--- src/rtl/gcd_ctrl.sv ---
// Controller FSM for the subtractive GCD datapath: start/busy/done handshake,
// operand load strobe, iteration counting with timeout, and error reporting.
module gcd_ctrl #(
  parameter int unsigned ITER_W   = 9,
  parameter int unsigned MAX_ITER = 255
) (
  input  logic              clk,
  input  logic              reset,
  input  logic              start,
  input  logic              op_zero,
  input  logic [1:0]        stat,
  output logic              load,
  output logic [1:0]        cmd,
  output logic              busy,
  output logic              done,
  output logic              err,
  output logic [ITER_W-1:0] iter
);

  typedef enum logic [2:0] {
    IDLE,
    LOAD,
    RUN,
    FIN,
    ERR
  } state_t;

  typedef enum logic [1:0] {
    CMD_NOP   = 2'd0,
    CMD_SUB_A = 2'd1,
    CMD_SUB_B = 2'd2,
    CMD_LATCH = 2'd3
  } cmd_t;

  localparam logic [ITER_W-1:0] MAX_ITER_V = ITER_W'(MAX_ITER);

  state_t            state_q, state_d;
  logic [ITER_W-1:0] iter_q, iter_d;
  logic              err_q, err_d;
  cmd_t              cmd_c;

  always_ff @(posedge clk) begin
    if (reset) begin
      state_q <= IDLE;
      iter_q  <= '0;
      err_q   <= 1'b0;
    end else begin
      state_q <= state_d;
      iter_q  <= iter_d;
      err_q   <= err_d;
    end
  end

  always_comb begin
    state_d = state_q;
    iter_d  = iter_q;
    err_d   = err_q;
    load    = 1'b0;
    busy    = 1'b0;
    done    = 1'b0;
    cmd_c   = CMD_NOP;
    case (state_q)
      IDLE: begin
        if (start) begin
          iter_d = '0;
          // a zero operand skips the datapath entirely; err is set on ERR entry
          if (op_zero) begin
            state_d = ERR;
            err_d   = 1'b1;
          end else begin
            state_d = LOAD;
            err_d   = 1'b0;
          end
        end
      end
      LOAD: begin
        load    = 1'b1;
        busy    = 1'b1;
        state_d = RUN;
      end
      RUN: begin
        busy = 1'b1;
        case (stat)
          2'd0: begin
            cmd_c   = CMD_LATCH;
            state_d = FIN;
          end
          2'd1, 2'd2: begin
            if (iter_q < MAX_ITER_V) begin
              cmd_c  = (stat == 2'd1) ? CMD_SUB_A : CMD_SUB_B;
              iter_d = iter_q + ITER_W'(1);
            end else begin
              state_d = ERR;
              err_d   = 1'b1;
            end
          end
          default: begin
            state_d = ERR;
            err_d   = 1'b1;
          end
        endcase
      end
      FIN: begin
        done    = 1'b1;
        state_d = IDLE;
      end
      ERR: begin
        done    = 1'b1;
        state_d = IDLE;
      end
      default: state_d = IDLE;
    endcase
  end

  assign cmd  = cmd_c;
  assign err  = err_q;
  assign iter = iter_q;

endmodule

--- config.mk ---
export PLATFORM = sky130hd
export DESIGN_NAME = gcd_ctrl
export DESIGN_NICKNAME = d
export VERILOG_FILES = /design/src/rtl/gcd_ctrl.sv
export SDC_FILE = /design/constraint.sdc
export NUM_CORES = 1
export LEC_CHECK = 0
export BUFFER_PORTS_ARGS = -buffer_cell sky130_fd_sc_hd__buf_2
export CAP_MARGIN = 5
export CORE_MARGIN = 4
export CORE_UTILIZATION = 45
export CTS_CLUSTER_SIZE = 10
export DETAILED_ROUTE_END_ITERATION = 7
export PLACE_DENSITY_LB_ADDON = 0.25
export SYNTH_ARGS = -nofsm -noshare
export SYNTH_HDL_FRONTEND = slang
export SYNTH_SLANG_ARGS = --single-unit
--- constraint.sdc ---
create_clock -name clk -period 1.5 [get_ports clk]
set_input_delay 0.225 -clock clk [delete_from_list [all_inputs] [get_ports clk]]
set_output_delay 0.225 -clock clk [all_outputs]
set_load 0.03 [all_outputs]
==> results.rst <==
.. list-table::
   :header-rows: 1

   * - Metric
     - Value
   * - Tightest Hold Check Type
     - primary input to flop
   * - Effective utilization at floorplan
     - 47.0%
   * - Hold violation total from the final report
     - 0
   * - Crit path max-delay family
     - flip-flops
   * - Via count of the first global-routing pass
     - 812
   * - Placement Cell Area
     - 1090 um2
   * - Max capacitance violation total
     - 0
   * - Final standard cell area without fillers
     - 1230 um2
   * - Wire length of the first global-routing pass
     - 3310 um
   * - Crit path time final
     - 1.68 ns
   * - Setup repair after global routing missed its margin
     - true
   * - Detailed-route via count
     - 874
   * - Core area
     - 1710 um2
   * - Num CTS Buffers
     - 3
   * - Maximum level of the CTS H-tree
     - 1
   * - Cell with the largest stage delay on the worst path
     - dfxtp_2
   * - Floorplan die width
     - 50.3 um
   * - Critical R2R Launch
     - state_q[0]
   * - Net count of the mapped netlist
     - 100
   * - CP bufs+invs
     - 2
   * - Final WS setup
     - -0.184 ns
   * - Slew Viols, Final
     - 0
   * - Arr. time, crit path
     - 1.46 ns
   * - Highest clock frequency the design can meet
     - 594 MHz
   * - Total Routing Usage GR
     - 16.7%
   * - Worst-path fanout max
     - 3
   * - DRC viols
     - 0
   * - Depth of the worst register-to-register path
     - 4
   * - Finish-stage setup viols
     - 2
   * - Most frequent CP cell
     - buf_4
   * - Most numerous cell in the Yosys netlist
     - dfxtp_1
   * - Initial drt markers
     - 2
   * - CP Capture Type
     - output pin
   * - Outcome
     - finished, violations left
   * - Accumulated negative setup slack
     - -0.355 ns
   * - Post-detailed-route wirelength per cell
     - 14.0 um
   * - Die Y
     - 50.3 um
   * - Routability cong.
     - 0.827
   * - Tightest slew margin relative to the limit
     - 80.2%
   * - Die Outline Area
     - 2530 um2
   * - Overall power after layout
     - 0.736 mW
   * - Worst-Skew Late Latency
     - 0.27 ns
   * - Area growth from synthesis to final layout
     - 52.6%
   * - Post-route antenna net violation count
     - 0
   * - Pwr per Cell Area
     - 601 nW/um2
   * - Post-synth top cells
     - dfxtp_1, nand2_1, nor2_1, inv_1, nand3_1
   * - Filler instances
     - 132
   * - Instance count of the mapped netlist
     - 90
   * - Required time of the worst setup path
     - 1.27 ns
   * - Max incr delay on CP
     - 0.36 ns
   * - Largest net degree at the start of global routing
     - 9
   * - Final layout net count
     - 146
   * - Worst vdd ir
     - 463 uV
   * - Buffers from clock root to sink, at most
     - 2
   * - Via density per instance
     - 5.46
   * - Row cnt
     - 15
   * - Final clock skew
     - 0.00191 ns
   * - Smallest hold slack
     - 0.215 ns
   * - Worst-case register-to-register setup slack
     - 0.09 ns
   * - Hold Crit Depth
     - 2
   * - Routed wire length
     - 2240 um
   * - Detailed-router iteration count before antenna repair
     - 4
   * - Violated checks
     - setup timing
   * - Number of antenna repair diodes
     - 0
   * - Worst Hold Path EP
     - err
   * - Root buffer cell
     - clkbuf_4
   * - Number of synthesis warnings
     - 0
   * - Area of the mapped netlist
     - 803 um2
   * - CP Launch Type
     - flop
   * - HPWL Detailed
     - 1580 um
   * - Sinks on Clock Net
     - 13
   * - Pre-CTS setup slack
     - -0.0511 ns
   * - Worst hold start
     - reset
   * - Type of the worst setup path
     - flop to output pin
   * - Leakage
     - 0.604 nW
   * - Worst r2r dst
     - iter[2]
   * - Share of Yosys cell area claimed by the top area cell type
     - 32.4%
   * - CTS hold repair buffers
     - 0
   * - Cell-by-cell trace of the critical path
     - nand4_4 -> buf_4 -> o311ai_4 -> a211oi_2 -> buf_4
   * - CTS tree
     - yes
   * - Global route overflow
     - 0
   * - Library cell occupying the most area in the post-synthesis netlist
     - dfxtp_1
   * - Slew at the pin closest to its max-slew limit
     - 0.294 ns
   * - Sequential-to-total area share from yosys stat
     - 32.4%
   * - Final cycle utilization of the critical path
     - 112%
   * - Top area cells in the synthesized netlist
     - dfxtp_1, ha_1, nand2_1, nand3_1, a21o_1
   * - Total I/O pin count
     - 21
   * - Ratio of cells with drive above 1 in the final layout
     - 53.3%
   * - Main flop type after synthesis
     - dfxtp_1
   * - Avg Synthesized Cell Area
     - 8.93 um2
   * - Post-synth EDFFs
     - 0
   * - CTS clk-pin slew, worst paths
     - 0.09 ns
   * - Synthesized flop and latch total
     - 13
   * - Initial antenna violation count
     - 0
   * - Port Buf Inserts
     - 20
   * - Ys async rst share
     - 0%
   * - Number of distinct library cells after synthesis
     - 36
routing by layer:
layer  vias up  wire (um)  GRT usage (%)  share of wire (%)
li1        427          -              -                  -
met1       424        974           19.3                 44
met2        21       1170           29.8                 52
met3         2         81           3.86                3.6
met4         0         14           5.53               0.63
met5         -          0              0                  0
what timing repair did:
action,CTS,global route
endpoints found under the setup margin,3,7
resized for setup,7,22
buffers inserted,1,1
pin swaps,0,4
kinds of logic after synthesis:
logic type	count (synthesis)	synth area share, %
simple gates	39	29.1
compound gates	26	28.0
flops	13	32.4
buf+inv	8	4.21
fa+ha+maj	4	6.23
layout make-up:
type	instances	area (um2)	share of cell area (%)
well taps	25	31.3	2.55
multi-input cells	69	573	46.7
flip-flops and latches	13	278	22.7
clock buffers	4	26.3	2.14
inverters	7	28.8	2.35
repair buffers	42	289	23.6
sequential cells by signal, indices dropped and copies added (netlist names):
name	count
err	1
state_q	3
iter	9
worst max path at each step:
stage               startpoint  endpoint  slack (ns)  depth (start not counted)
floorplan              iter[2]    cmd[0]       -0.01                          3
global placement       stat[0]   iter[2]       -0.02                          8
detailed placement     stat[1]   iter[2]       -0.05                          8
CTS                    iter[5]    cmd[1]       -0.18                          6
global route           iter[6]    cmd[1]       -0.24                          6
finish                 iter[5]    cmd[0]       -0.18                          5
report_power, final:
group | internal, mW | switching (mW) | leakage, nW | total (mW)
registers | 0.349 | 0.0107 | 0.111 | 0.360
logic | 0.0692 | 0.0839 | 0.478 | 0.153
clock network | 0.103 | 0.120 | 0.0150 | 0.223
stage by stage:
step | util (%) | instances
6_report | 71.8 | 160
5_1_grt | 71.8 | 160
4_1_cts | 67.7 | 159
3_5_place_dp | 64.0 | 154
3_3_place_gp | 64.0 | 154
2_1_floorplan | - | 90
layout by cell type (no fill, tap or decap), types with 2 or more instances in the layout:
| master | netlist | final |
|---|---|---|
| a211oi_2 | 0 | 2 |
| a21o_1 | 4 | 4 |
| buf_2 | 0 | 15 |
| buf_4 | 1 | 24 |
| buf_6 | 0 | 3 |
| clkbuf_4 | 0 | 3 |
| dfxtp_1 | 13 | 3 |
| dfxtp_2 | 0 | 8 |
| dfxtp_4 | 0 | 2 |
| ha_1 | 4 | 4 |
| inv_1 | 7 | 6 |
| nand2_1 | 10 | 9 |
| nand2b_1 | 2 | 2 |
| nand3_1 | 7 | 6 |
| nor2_1 | 8 | 7 |
| nor3b_1 | 2 | 2 |
| o211ai_1 | 2 | 2 |
| o22ai_1 | 2 | 2 |
| o31ai_1 | 2 | 2 |
| o41ai_1 | 2 | 2 |
worst reg2reg max path, cell delays in order (launching register included):
cell and delay (ns):
dfxtp_4 0.39, nor3b_1 0.26, o311ai_2 0.16, and2_4 0.21
a211o_1 0.28
Note: power is estimated with default switching activity, not from simulation.
